$ cat src/rtl/bcd_conv_sched_if.sv
// Bundle of the requester, converter and response signals of bcd_conv_sched.
//
// master: the environment side (requesters + BCD converter) drives requests
//         and converter results, observes accepts, converter commands and
//         responses.
// slave : the scheduler side (bcd_conv_sched).
//
// Signals:
//   req_valid  [NUM_REQ]         per-requester request, held until accepted
//   req_data   [NUM_REQ*DATA_W]  operands, requester i at [i*DATA_W +: DATA_W]
//   req_ready  [NUM_REQ]         one-hot accept strobe (IDLE only)
//   conv_start                   one-cycle start pulse to the converter
//   conv_data  [DATA_W]          clamped operand for the converter
//   conv_done                    converter result-valid pulse
//   conv_bcd   [BCD_W]           converter result
//   rsp_valid  [NUM_REQ]         one-hot, one-cycle response strobe
//   rsp_bcd    [BCD_W]           result, held between responses
//   rsp_ovf                      operand was clamped (qualified by rsp_valid)
//   rsp_err                      converter timed out (qualified by rsp_valid)
//   busy                         scheduler is not idle
interface bcd_conv_sched_if #(
  parameter int unsigned NUM_REQ = 4,
  parameter int unsigned DATA_W  = 32,
  parameter int unsigned BCD_W   = 32
);
  logic [NUM_REQ-1:0]        req_valid;
  logic [NUM_REQ*DATA_W-1:0] req_data;
  logic [NUM_REQ-1:0]        req_ready;
  logic                      conv_start;
  logic [DATA_W-1:0]         conv_data;
  logic                      conv_done;
  logic [BCD_W-1:0]          conv_bcd;
  logic [NUM_REQ-1:0]        rsp_valid;
  logic [BCD_W-1:0]          rsp_bcd;
  logic                      rsp_ovf;
  logic                      rsp_err;
  logic                      busy;

  modport master (
    output req_valid, req_data, conv_done, conv_bcd,
    input  req_ready, conv_start, conv_data, rsp_valid, rsp_bcd,
           rsp_ovf, rsp_err, busy
  );

  modport slave (
    input  req_valid, req_data, conv_done, conv_bcd,
    output req_ready, conv_start, conv_data, rsp_valid, rsp_bcd,
           rsp_ovf, rsp_err, busy
  );
endinterface

$ cat src/rtl/bcd_conv_sched.sv
// Shares one binary-to-8-digit-BCD converter among NUM_REQ requesters
// (frequency, Vpp, period, trigger-level readouts, ...).
//
// Flow: IDLE picks a requester round-robin and accepts it combinationally,
// START pulses conv_start with the clamped operand, WAIT holds until
// conv_done or TIMEOUT cycles, RESP returns the result to the owner.
// One conversion is in flight at a time.
//
// Ports:
//   sys_clk  system clock
//   sys_rst  synchronous active-high reset; abandons any in-flight job
//   bus      bcd_conv_sched_if.slave (requests, converter, responses)
module bcd_conv_sched #(
  parameter int unsigned NUM_REQ = 4,
  parameter int unsigned DATA_W  = 32,
  parameter int unsigned BCD_W   = 32,
  parameter int unsigned MAX_VAL = 99999999,
  parameter int unsigned TIMEOUT = 127
) (
  input  logic            sys_clk,
  input  logic            sys_rst,
  bcd_conv_sched_if.slave bus
);

  localparam int unsigned       IDX_W    = $clog2(NUM_REQ);
  localparam int unsigned       CNT_W    = $clog2(TIMEOUT + 1);
  localparam logic [DATA_W-1:0] MAX_V    = DATA_W'(MAX_VAL);
  localparam logic [IDX_W-1:0]  LAST_IDX = IDX_W'(NUM_REQ - 1);
  localparam logic [CNT_W-1:0]  CNT_LAST = CNT_W'(TIMEOUT - 1);

  typedef enum logic [1:0] {
    IDLE,
    START,
    WAIT,
    RESP
  } state_t;

  state_t             state_q, state_d;
  logic [IDX_W-1:0]   rr_ptr_q, rr_ptr_d;
  logic [IDX_W-1:0]   owner_q, owner_d;
  logic [CNT_W-1:0]   cnt_q, cnt_d;
  logic               ovf_q, ovf_d;
  logic               conv_start_q, conv_start_d;
  logic [DATA_W-1:0]  conv_data_q, conv_data_d;
  logic [NUM_REQ-1:0] rsp_valid_q, rsp_valid_d;
  logic [BCD_W-1:0]   rsp_bcd_q, rsp_bcd_d;
  logic               rsp_ovf_q, rsp_ovf_d;
  logic               rsp_err_q, rsp_err_d;
  logic               busy_q, busy_d;

  logic               win_found;
  logic [IDX_W-1:0]   win_idx;
  logic [IDX_W-1:0]   cand;
  logic [DATA_W-1:0]  operand;
  logic [NUM_REQ-1:0] req_ready_c;

  // Round-robin search starting at rr_ptr and wrapping; first hit wins.
  always_comb begin
    win_found = 1'b0;
    win_idx   = '0;
    cand      = '0;
    for (int unsigned i = 0; i < NUM_REQ; i++) begin
      cand = IDX_W'((32'(rr_ptr_q) + i) % NUM_REQ);
      if (!win_found && bus.req_valid[cand]) begin
        win_found = 1'b1;
        win_idx   = cand;
      end
    end
  end

  always_comb begin
    operand = '0;
    for (int unsigned i = 0; i < NUM_REQ; i++) begin
      if (win_idx == IDX_W'(i)) begin
        operand = bus.req_data[i*DATA_W +: DATA_W];
      end
    end
  end

  // The accept strobe is combinational so the handshake completes in the
  // same cycle the winner is chosen.
  always_comb begin
    req_ready_c = '0;
    if (state_q == IDLE && win_found) begin
      req_ready_c[win_idx] = 1'b1;
    end
  end

  always_comb begin
    state_d      = state_q;
    rr_ptr_d     = rr_ptr_q;
    owner_d      = owner_q;
    cnt_d        = cnt_q;
    ovf_d        = ovf_q;
    conv_start_d = 1'b0;
    conv_data_d  = conv_data_q;
    rsp_valid_d  = '0;
    rsp_bcd_d    = rsp_bcd_q;
    rsp_ovf_d    = rsp_ovf_q;
    rsp_err_d    = rsp_err_q;

    case (state_q)
      IDLE: begin
        if (win_found) begin
          owner_d = win_idx;
          if (operand > MAX_V) begin
            conv_data_d = MAX_V;
            ovf_d       = 1'b1;
          end else begin
            conv_data_d = operand;
            ovf_d       = 1'b0;
          end
          // conv_start is registered, so it is raised on entry to START.
          conv_start_d = 1'b1;
          state_d      = START;
        end
      end

      START: begin
        cnt_d   = '0;
        state_d = WAIT;
      end

      WAIT: begin
        cnt_d = cnt_q + 1'b1;
        // cnt_q counts completed WAIT cycles, so CNT_LAST marks the
        // TIMEOUT-th WAIT cycle; done takes priority over the timeout.
        if (bus.conv_done) begin
          rsp_bcd_d            = bus.conv_bcd;
          rsp_err_d            = 1'b0;
          rsp_ovf_d            = ovf_q;
          rsp_valid_d[owner_q] = 1'b1;
          state_d              = RESP;
        end else if (cnt_q == CNT_LAST) begin
          rsp_bcd_d            = '0;
          rsp_err_d            = 1'b1;
          rsp_ovf_d            = ovf_q;
          rsp_valid_d[owner_q] = 1'b1;
          state_d              = RESP;
        end
      end

      RESP: begin
        rr_ptr_d = (owner_q == LAST_IDX) ? '0 : owner_q + 1'b1;
        state_d  = IDLE;
      end

      default: begin
        state_d = IDLE;
      end
    endcase

    busy_d = (state_d != IDLE);
  end

  always_ff @(posedge sys_clk) begin
    if (sys_rst) begin
      state_q      <= IDLE;
      rr_ptr_q     <= '0;
      owner_q      <= '0;
      cnt_q        <= '0;
      ovf_q        <= 1'b0;
      conv_start_q <= 1'b0;
      conv_data_q  <= '0;
      rsp_valid_q  <= '0;
      rsp_bcd_q    <= '0;
      rsp_ovf_q    <= 1'b0;
      rsp_err_q    <= 1'b0;
      busy_q       <= 1'b0;
    end else begin
      state_q      <= state_d;
      rr_ptr_q     <= rr_ptr_d;
      owner_q      <= owner_d;
      cnt_q        <= cnt_d;
      ovf_q        <= ovf_d;
      conv_start_q <= conv_start_d;
      conv_data_q  <= conv_data_d;
      rsp_valid_q  <= rsp_valid_d;
      rsp_bcd_q    <= rsp_bcd_d;
      rsp_ovf_q    <= rsp_ovf_d;
      rsp_err_q    <= rsp_err_d;
      busy_q       <= busy_d;
    end
  end

  assign bus.req_ready  = req_ready_c;
  assign bus.conv_start = conv_start_q;
  assign bus.conv_data  = conv_data_q;
  assign bus.rsp_valid  = rsp_valid_q;
  assign bus.rsp_bcd    = rsp_bcd_q;
  assign bus.rsp_ovf    = rsp_ovf_q;
  assign bus.rsp_err    = rsp_err_q;
  assign bus.busy       = busy_q;

endmodule

$ cat src/flat_wrapper.sv
// flat-port wrapper written by rule: the top's interface ports become plain ports
module bcd_conv_sched_flat 
#(
  parameter int unsigned NUM_REQ = 4,
  parameter int unsigned DATA_W  = 32,
  parameter int unsigned BCD_W   = 32,
  parameter int unsigned MAX_VAL = 99999999,
  parameter int unsigned TIMEOUT = 127
)
  (sys_clk, sys_rst, bus_req_valid, bus_req_data, bus_conv_done, bus_conv_bcd, bus_req_ready, bus_conv_start, bus_conv_data, bus_rsp_valid, bus_rsp_bcd, bus_rsp_ovf, bus_rsp_err, bus_busy);
  bcd_conv_sched_if #(.NUM_REQ(NUM_REQ), .DATA_W(DATA_W), .BCD_W(BCD_W)) bus_i ();
  input  logic sys_clk;
  input  logic sys_rst;
  input wire logic [$bits(bus_i.req_valid)-1:0] bus_req_valid;
  input wire logic [$bits(bus_i.req_data)-1:0] bus_req_data;
  input wire logic [$bits(bus_i.conv_done)-1:0] bus_conv_done;
  input wire logic [$bits(bus_i.conv_bcd)-1:0] bus_conv_bcd;
  output wire logic [$bits(bus_i.req_ready)-1:0] bus_req_ready;
  output wire logic [$bits(bus_i.conv_start)-1:0] bus_conv_start;
  output wire logic [$bits(bus_i.conv_data)-1:0] bus_conv_data;
  output wire logic [$bits(bus_i.rsp_valid)-1:0] bus_rsp_valid;
  output wire logic [$bits(bus_i.rsp_bcd)-1:0] bus_rsp_bcd;
  output wire logic [$bits(bus_i.rsp_ovf)-1:0] bus_rsp_ovf;
  output wire logic [$bits(bus_i.rsp_err)-1:0] bus_rsp_err;
  output wire logic [$bits(bus_i.busy)-1:0] bus_busy;
  assign bus_i.req_valid = bus_req_valid;
  assign bus_i.req_data = bus_req_data;
  assign bus_i.conv_done = bus_conv_done;
  assign bus_i.conv_bcd = bus_conv_bcd;
  assign bus_req_ready = bus_i.req_ready;
  assign bus_conv_start = bus_i.conv_start;
  assign bus_conv_data = bus_i.conv_data;
  assign bus_rsp_valid = bus_i.rsp_valid;
  assign bus_rsp_bcd = bus_i.rsp_bcd;
  assign bus_rsp_ovf = bus_i.rsp_ovf;
  assign bus_rsp_err = bus_i.rsp_err;
  assign bus_busy = bus_i.busy;
  bcd_conv_sched #(.NUM_REQ(NUM_REQ), .DATA_W(DATA_W), .BCD_W(BCD_W), .MAX_VAL(MAX_VAL), .TIMEOUT(TIMEOUT)) u_core (.sys_clk(sys_clk), .sys_rst(sys_rst), .bus(bus_i));
endmodule
$ cat config.mk
export PLATFORM = sky130hd
export DESIGN_NAME = bcd_conv_sched_flat
export DESIGN_NICKNAME = d
export VERILOG_FILES = /design/src/rtl/bcd_conv_sched_if.sv /design/src/rtl/bcd_conv_sched.sv /design/src/flat_wrapper.sv
export SDC_FILE = /design/constraint.sdc
export NUM_CORES = 1
export LEC_CHECK = 0
export ABC_AREA = 1
export BUFFER_PORTS_ARGS = -buffer_cell sky130_fd_sc_hd__buf_2
export CAP_MARGIN = 20
export CORE_UTILIZATION = 46
export DETAILED_ROUTE_END_ITERATION = 7
export GPL_TIMING_DRIVEN = 0
export PLACE_DENSITY = 0.91
export SYNTH_ARGS = -nofsm -noshare
export SYNTH_HDL_FRONTEND = slang
export SYNTH_SLANG_ARGS = --single-unit
$ cat constraint.sdc
create_clock -name sys_clk -period 3.49 [get_ports sys_clk]
set_input_delay 0.698 -clock sys_clk [delete_from_list [all_inputs] [get_ports sys_clk]]
set_output_delay 0.698 -clock sys_clk [all_outputs]
set_load 0.005 [all_outputs]
# After elaboration in Yosys (flattened, before gate mapping)
# Index checks and enable logic that the tools add are counted.
# word_totals
reg_bits	86
out_inout_bits	76
word_cells	96
# classes
n_addsub	5
order_cmp	9
n_eq_ne	8
muxes	42
bitwise_logic	2
n_reduce_logical	18
# op_table
op	count
two-way mux 32 bit	7
> comparator 32 x 27 -> 1 bit, second input constant	1
less-than comparator 2 x 3 -> 1 bit, second input constant	6
two-way mux 1 bit	16
two-way mux 2 bit	8
case mux 7 bit (2 select lines)	1
two-way mux 4 bit	3
== test 2 bit, second input constant	5
binary-select mux 1 bit (select 2 bit)	4
case mux 2 bit (4 select lines)	1
adder 7 x 1 -> 7 bit, second input constant	1
== test 7 bit, second input constant	1
logical AND 1 bit	6
nonzero test 2 bit	3
adder 2 x 1 -> 2 bit, second input constant	2
adder 2 bit, second input constant	2
demux 1 bit (select 2 bit)	2
== test 2 x 1 -> 1 bit, second input constant	2
>= comparator 2 x 1 -> 1 bit, second input constant	2
zero test 2 bit	2
AND reduction 2 bit	2
OR reduction 2 bit	2
zero test 1 bit	3
NOT 1 bit	2

# Longest topological paths before layout
# Gate-level depths: netlist of the first run.
# depth
depth_word	19
mapped_depth	25
mapped_depth_nobuf	23

# Worst setup path before layout of the first run
# Ideal clock, no wire load.
# synth_timing
path_kind	input -> register
startpoint	in bus_req_valid[2]
endpoint	reg u_core.conv_data_q[26], in the netlist u_core.bus.conv_data[26]
arrival_time_ns	2.672
t_required_ns	3.377
slack_ns	0.705
cell_stages	21
cell_sequence	nand2_1 -> nand2_2 -> nand2_1 -> nand2_2 -> nor2_1 -> nand3_1 -> nand2_4 -> nand2_4 -> buf_6 -> nand3_1 -> nand3_1 -> nand2_1 -> inv_1 -> a21o_1 -> nor2_1 -> nand2_1 -> nor2_4 -> nand2_2 -> buf_6 -> o21ai_1 -> inv_1
# synth_between
elab_chain_len	19
# synth_lines
item	line_no	text
start: declaration	flat_wrapper.sv:14	input wire logic [$bits(bus_i.req_valid)-1:0] bus_req_valid;
binary-select mux 1 bit (select 2 bit)	bcd_conv_sched.sv:64	if (!win_found && bus.req_valid[cand]) begin
two-way mux 1 bit (not written as such)	bcd_conv_sched.sv:64	
two-way mux 1 bit	bcd_conv_sched.sv:64	
zero test 1 bit	bcd_conv_sched.sv:64	
logical AND 1 bit	bcd_conv_sched.sv:64	
two-way mux 1 bit	bcd_conv_sched.sv:64	
zero test 1 bit	bcd_conv_sched.sv:64	
logical AND 1 bit	bcd_conv_sched.sv:64	
two-way mux 1 bit	bcd_conv_sched.sv:64	
zero test 1 bit	bcd_conv_sched.sv:64	
logical AND 1 bit	bcd_conv_sched.sv:64	
two-way mux 2 bit	bcd_conv_sched.sv:64	
zero test 2 bit	bcd_conv_sched.sv:74	if (win_idx == IDX_W'(i)) begin
two-way mux 32 bit (4 in series)	bcd_conv_sched.sv:74	
> comparator 32 x 27 -> 1 bit	bcd_conv_sched.sv:106	if (operand > MAX_V) begin
two-way mux 32 bit	bcd_conv_sched.sv:106	
end signal: assignment	bcd_conv_sched.sv:177	conv_data_q <= conv_data_d;
end: declaration	bcd_conv_sched.sv:44	logic [DATA_W-1:0] conv_data_q, conv_data_d;
# Several ways; a longest one is shown, not always the timed one. The select of a mux whose other input is x is not followed.
# A chain may end at the register's enable or synchronous reset.

# Worst setup path after layout of the first run
# layout_timing
startpoint	reg u_core.rr_ptr_q[1]
endpoint	out bus_req_ready[1]
# layout_between
elab_chain_len	17
# layout_lines
item	line_no	text
start: declaration	bcd_conv_sched.sv:39	logic [IDX_W-1:0] rr_ptr_q, rr_ptr_d;
start signal: assignment	bcd_conv_sched.sv:172	rr_ptr_q <= rr_ptr_d;
parallel branches: the longest is 16 deep, another holds less-than comparator 2 x 3 -> 1 bit	n/a	
two-way mux 4 bit *	bcd_conv_sched.sv:84	if (state_q == IDLE && win_found) begin
end: declaration	flat_wrapper.sv:18	output wire logic [$bits(bus_i.req_ready)-1:0] bus_req_ready;
# Mark *: on every way between the ends. The select of a mux whose other input is x is not followed.

==> results.json, run 1 <==
{
  "clock-root-buffer": "clkbuf_8",
  "track_usage_pct": 27.9,
  "n_fill_cell": 917,
  "status": "complete, no violations",
  "tritoncts": "done",
  "hp-class": "reg2reg",
  "synth_fp_nets": 905,
  "synth_top_cell_by_area": "dfxtp_1",
  "overflow": 0,
  "finalWirelength_um": 15400,
  "power_mw": 4.37,
  "dp_cells": 1102,
  "drive_gt1_share_pct": 32.2,
  "start_util_pct": 47.9,
  "die_area_sq_mm": 0.0107,
  "die_w_um": 104,
  "hold_path_end": "u_core.bus.conv_data[30]",
  "yosysTopAreaCellShare_pct": 36.2,
  "async_flop_share_pct": 0,
  "r2r_cells": 22,
  "post-synth-top-count-cell": "nand2_1",
  "viasPerCell": 5.02,
  "final_core_util_pct": 64.1,
  "gr-usage-met2_pct": 50.3,
  "met1_usage_pct": 31.2,
  "numCtsBuffers": 9,
  "holdBufCountCts": 0,
  "ys.warnings.count": 0,
  "finalHoldViolations": 0,
  "cts_setup_buffers": 0,
  "fin_area_sq_mm": 0.00635,
  "finalSetupTns_ps": 0,
  "slew_headroom_pct": 58.7,
  "synth.distinct_cells": 38,
  "die_y_um": 104,
  "clockBufferDepth": 2,
  "holdPathStages": 2,
  "clk_pin_slew_ps": 90,
  "start_kind": "flip-flop",
  "first_iter_violations": 396,
  "worstMarginPinSlew_ps": 620,
  "io_buffers": 241,
  "synth_edf_count": 0,
  "fin_ws_ps": 273,
  "rsz0062_at_grt": "no",
  "ys_ff_latch": 86,
  "met3_usage_pct": 4.78,
  "final_cells": 1122,
  "yosys_most_used_dff": "dfxtp_1",
  "drc": 0,
  "peakVddDrop_v": 0.000493,
  "hold_path_startpoint": "u_core.bus.conv_data[30]",
  "grt_pass1_wl_um": 24000,
  "cp_max_fo": 10,
  "timing.final.crit_share_pct": 92.2,
  "syn_avg_cell_area_sq_um": 6.53,
  "antenna_found_initial": 4,
  "clock-skew-final_ps": 11.2,
  "period_needed_ps": 3220,
  "netlist_top_cells_count": "217 x nand2_1, 98 x nor2_1, 86 x dfxtp_1",
  "p_leak_nw": 3.28,
  "crit_required_ps": 2790,
  "wire_per_inst_um": 13.7,
  "vias": 5627,
  "crit_type": "reg2out",
  "seq_area_frac_synth_pct": 36.2,
  "post_dp_cell_area_sq_mm": 0.00612,
  "drtPass1Iterations": 6,
  "gp_congestion": 0.974,
  "grt_max_degree": 17,
  "synth.area.top_cells": "dfxtp_1 36%, nand2_1 17%, nor2_1 7.7%",
  "r2r-end": "u_core.bus.conv_data[4]",
  "clkLatencyLatePin_ps": 360,
  "end_kind": "output port",
  "maxCapViolCount": 0,
  "clock.fmax_mhz": 311,
  "busiest_layer": "met2",
  "nets": 1157,
  "r2r_slack_ps": 330,
  "drv_slew": 0,
  "core_area_sq_mm": 0.00991,
  "timing.hold.ws_ps": 446,
  "first_global_vias": 5141,
  "area_delta_synth_final_pct": 33.7,
  "clkSinkCount": 86,
  "h-tree-depth": 3,
  "io_pins": 243,
  "syn-instance-count": 728,
  "num_rows": 36,
  "power_density_mw_per_mm2": 687,
  "setup_viol": 0,
  "antenna_left": 0,
  "r2r_start": "u_core.rr_ptr_q[1]",
  "preCtsSetupSlack_ps": -122,
  "hpwl_um": 12300,
  "syn_area_sq_mm": 0.00475,
  "cp.arrival_ps": 2520
}
## how the worst max path moves through the flow
stage                                          end               start
final                             bus_req_ready[1]  u_core.rr_ptr_q[1]
after global routing       u_core.bus.conv_data[6]  u_core.rr_ptr_q[0]
after CTS                  u_core.bus.conv_data[4]  u_core.rr_ptr_q[1]
after detailed placement   u_core.bus.conv_data[4]    bus_req_valid[2]
after global placement    u_core.bus.conv_data[26]    bus_req_valid[2]
after floorplan           u_core.bus.conv_data[26]    bus_req_valid[2]
## logic make-up (layout without fill, tap and decap cells)
logic type	Yosys count	count (layout)	synth area share [%]
xor gates and xnor gates	1	1	0.184
DFF	86	86	36.2
and+or+nand+nor	434	434	40.0
other	0	4	0
AOI/OAI and AO/OA	97	97	11.6
buffers and inverters	100	357	9.35
adders and majority gates	10	10	2.63
## report_power, final
part / switching [mW] / internal [mW]
combinational: 1.54 / 0.825
sequential: 0.0962 / 1.16
clock: 0.382 / 0.363
total: 2.02 / 2.35
## cell usage in the layout (no fill, tap or decap), types with 10 or more instances in the layout
cell type,synthesis,layout
inv_1,60,60
ha_1,10,10
nor2_1,98,98
nand2_1,217,217
o21ai_0,21,21
nand3_1,60,60
nand4_1,14,14
clkbuf_1,19,19
buf_2,7,248
nand2_2,10,10
a21oi_1,51,51
dfxtp_1,86,86
clkbuf_8,0,10
## metal layers
metal	wire, um	vias up
li1	-	2835
met1	6170	2450
met2	7460	290
met3	1140	52
met4	643	0
met5	0	-
## critical path, cell delays in order, from the launching register on
cell	delay [ps]
dfxtp_1	460
inv_2	120
nand2_1	90
nand2_2	70
nand2_1	110
o21ai_0	120
or2_2	330
nand2_1	130
clkbuf_1	470
nor2_1	110
buf_2	150
## state kept, by name (all words and copies together) (netlist names)
register               count
u_core.bus.rsp_valid       4
u_core.rr_ptr_q            2
u_core.bus.conv_start      1
u_core.bus.rsp_ovf         1
u_core.owner_q             2
u_core.bus.conv_data      32
u_core.cnt_q               7
u_core.state_q             2
u_core.bus.rsp_bcd        32
u_core.bus.busy            1
u_core.ovf_q               1
u_core.bus.rsp_err         1
## layout make-up
class                   instances  area [sq um]  area share [%]
clock inverters                 6          75.1            1.18
plain buffers                  36           204            3.21
clock buffers                  10           138            2.17
well taps                     133           166            2.62
inverters                      64           240            3.78
diodes                          4          10.0           0.158
multi-input cells             542          2590            40.8
flip-flops and latches         86          1720            27.1
repair buffers                241          1210            19.0
## what timing repair did
| item | in CTS | in global routing |
|---|---|---|
| hold endpoints to repair | 0 | 0 |
| setup endpoints to repair | 0 | 19 |
| resized for setup | 0 | 1 |
(Power assumes the default switching activity.)
==> run 2, diff against run 1 <==
--- a/config.mk
+++ b/config.mk
@@ -5,10 +5,9 @@
 export SDC_FILE = /design/constraint.sdc
 export NUM_CORES = 1
 export LEC_CHECK = 0
-export ABC_AREA = 1
 export BUFFER_PORTS_ARGS = -buffer_cell sky130_fd_sc_hd__buf_2
 export CAP_MARGIN = 20
-export CORE_UTILIZATION = 46
+export CORE_UTILIZATION = 45
 export DETAILED_ROUTE_END_ITERATION = 7
 export GPL_TIMING_DRIVEN = 0
 export PLACE_DENSITY = 0.91
==> run 2 against run 1 <==
- non-clock buffer count is 2 higher
- clock power is 10% lower
- first-iteration DRC count is 31% lower
- count of clock-buffer cells in the layout is 1 lower
- highest routed layer unchanged
==> results.json, run 2 <==
{
  "status": "complete, no violations",
  "num_rows": 35,
  "drc": 0,
  "async_flop_share_pct": 0,
  "tritoncts": "done",
  "yosys_most_used_dff": "dfxtp_1",
  "track_usage_pct": 27.5,
  "hpwl_um": 11200,
  "clk_pin_slew_ps": 90,
  "clockBufferDepth": 2,
  "period_needed_ps": 3350,
  "overflow": 0,
  "antenna_left": 0,
  "die_w_um": 101,
  "grt_max_degree": 29,
  "final_cell_mix": "246 x buf_2, 92 x nor2_1, 86 x dfxtp_1",
  "drtPass1Iterations": 5,
  "finalWirelength_um": 14100,
  "setup_viol": 0,
  "crit_end": "bus_req_ready[1]",
  "cp-startpoint": "bus_req_valid[0]",
  "syn_area_sq_mm": 0.00440,
  "ys.warnings.count": 0,
  "grt_pass1_wl_um": 21700,
  "die_area_sq_mm": 0.0102,
  "die_y_um": 101,
  "ys_ff_latch": 86,
  "numCtsBuffers": 9,
  "p_leak_nw": 2.89,
  "gp_congestion": 0.925,
  "vias": 4840,
  "synthAdderAreaFrac_pct": 2.84,
  "synth_xor_area_share_pct": 0.796,
  "clock-root-buffer": "clkbuf_8",
  "maxCapViolCount": 0,
  "cp_max_fo": 28,
  "nets": 950,
  "start_kind": "primary input",
  "drv_slew": 0,
  "yosys.area_share.simple_pct": 25.7,
  "synth_top_family_by_area": "simple AND/OR/NAND/NOR gates",
  "clkSinkCount": 86,
  "crit_required_ps": 2790,
  "holdBufCountCts": 0,
  "timing.final.crit_share_pct": 96.1,
  "post-synth-top-count-cell": "nor2_1",
  "synth_edf_count": 0,
  "first_iter_violations": 273,
  "yosysTopAreaCellShare_pct": 39.1,
  "synth.distinct_cells": 56,
  "io_buffers": 241,
  "core_area_sq_mm": 0.00937,
  "power_density_mw_per_mm2": 507,
  "rsz0062_at_grt": "no",
  "peakVddDrop_v": 0.000361,
  "synth_fp_nets": 702,
  "synth.area.top_cells": "dfxtp_1 39%, nor2_1 7.8%, a22oi_1 5.5%",
  "synth-compound-area-share_pct": 19.6,
  "r2r_cells": 13,
  "viasPerCell": 5.34,
  "seq_area_frac_synth_pct": 39.1,
  "drive_gt1_share_pct": 37.9,
  "final_common_cell": "buf_2",
  "area_delta_synth_final_pct": 35.1,
  "power_mw": 3.02,
  "worstMarginPinSlew_ps": 562,
  "syn_avg_cell_area_sq_um": 8.38,
  "synthMuxAreaShare_pct": 6.40,
  "finalSetupTns_ps": 0,
  "wire_per_inst_um": 15.6,
  "clkLatencyLatePin_ps": 350,
  "cp.arrival_ps": 2660,
  "finalHoldViolations": 0,
  "slew_headroom_pct": 62.2,
  "clock-skew-final_ps": 9.07,
  "synth_top_cell_by_area": "dfxtp_1",
  "fin_ws_ps": 137,
  "final_core_util_pct": 63.5,
  "start_util_pct": 47.0,
  "preCtsSetupSlack_ps": -443,
  "antennaDiodeCount": 0,
  "first_global_vias": 4632,
  "r2r_start": "u_core.rr_ptr_q[1]",
  "r2r-end": "u_core.bus.conv_data[0]",
  "io_pins": 243,
  "antenna_found_initial": 0,
  "timing.hold.ws_ps": 458,
  "crit_type": "in2out",
  "r2r_slack_ps": 330,
  "clock.fmax_mhz": 298,
  "syn-instance-count": 525,
  "hp-class": "reg2reg",
  "h-tree-depth": 3,
  "end_kind": "output port",
  "netlist_top_cells_count": "92 x nor2_1, 86 x dfxtp_1, 53 x nand2_1"
}
[run 2: changes by cell type in the layout (fill, tap and decap cells not counted), sizes merged, moves of 8 or more]
cell	change
nand2	-175
inv	-56
nand3	-49
a21oi	-37
a22oi	+33
and3	+19
mux2i	+18
o21ai	-15
o21a	+14
nand4	-13
nor2	-11
or2	-10
a211oi	+9
nor3	+8
[run 2: through the flow]
step / instance area [sq um] / std cells
floorplan: 4400 / 525
global placement: 5770 / 895
detailed placement: 5770 / 895
CTS: 5960 / 909
global route: 5950 / 907
finish: 5950 / 907
[run 2: final cells by class]
cell class	instances	area (sq um)
buffer	38	201
clock buffer	9	124
clock inverter	7	63.8
fill	901	3420
inverter	7	26.3
multi-input combinational	390	2440
sequential	86	1720
tap	129	161
timing repair buffer	241	1210
[run 2: how the worst min path moves through the flow]
stage	from	end	slack [ps]	cells after the start
floorplan	u_core.bus.conv_data[10]	u_core.bus.conv_data[10]	450	2
global placement	u_core.bus.conv_data[8]	u_core.bus.conv_data[8]	440	2
detailed placement	u_core.bus.conv_data[29]	u_core.bus.conv_data[29]	440	1
CTS	u_core.bus.conv_data[10]	u_core.bus.conv_data[10]	460	2
global route	u_core.bus.conv_data[30]	u_core.bus.conv_data[30]	490	1
finish	u_core.bus.conv_data[10]	u_core.bus.conv_data[10]	460	2
[run 2: routing by layer]
layer | track usage (%) | wire [um] | vias to the layer above
li1 | - | - | 2356
met1 | 31.5 | 5690 | 2234
met2 | 49.1 | 7070 | 216
met3 | 7.42 | 1090 | 34
met4 | 9.25 | 293 | 0
met5 | 0 | 0 | -
[run 2: kinds of logic (layout without fill, tap and decap cells)]
kind of cell | after synthesis | count (layout)
xor+xnor | 4 | 4
compound gates | 120 | 120
simple gates | 233 | 233
mux | 23 | 23
fa+ha+maj | 10 | 10
flops | 86 | 86
buf+inv | 49 | 302
[run 2: power by group]
part	switching [mW]	internal, mW
Sequential	0.0814	1.13
Combinational	0.651	0.488
Clock	0.392	0.276
Total	1.13	1.89
[run 2: critical path: stages]
cell and delay, ps:
buf_2 120, nor2b_4 130, or4_4 510, buf_6 150, nand2_4 100, buf_6 170
buf_4 330, nand2_1 180, nor2_1 130, buf_2 130
[run 2: timing repair]
item	4_1_cts	5_1_grt
setup endpoints to repair	4	4
setup buffers	0	0
resized for setup	1	0
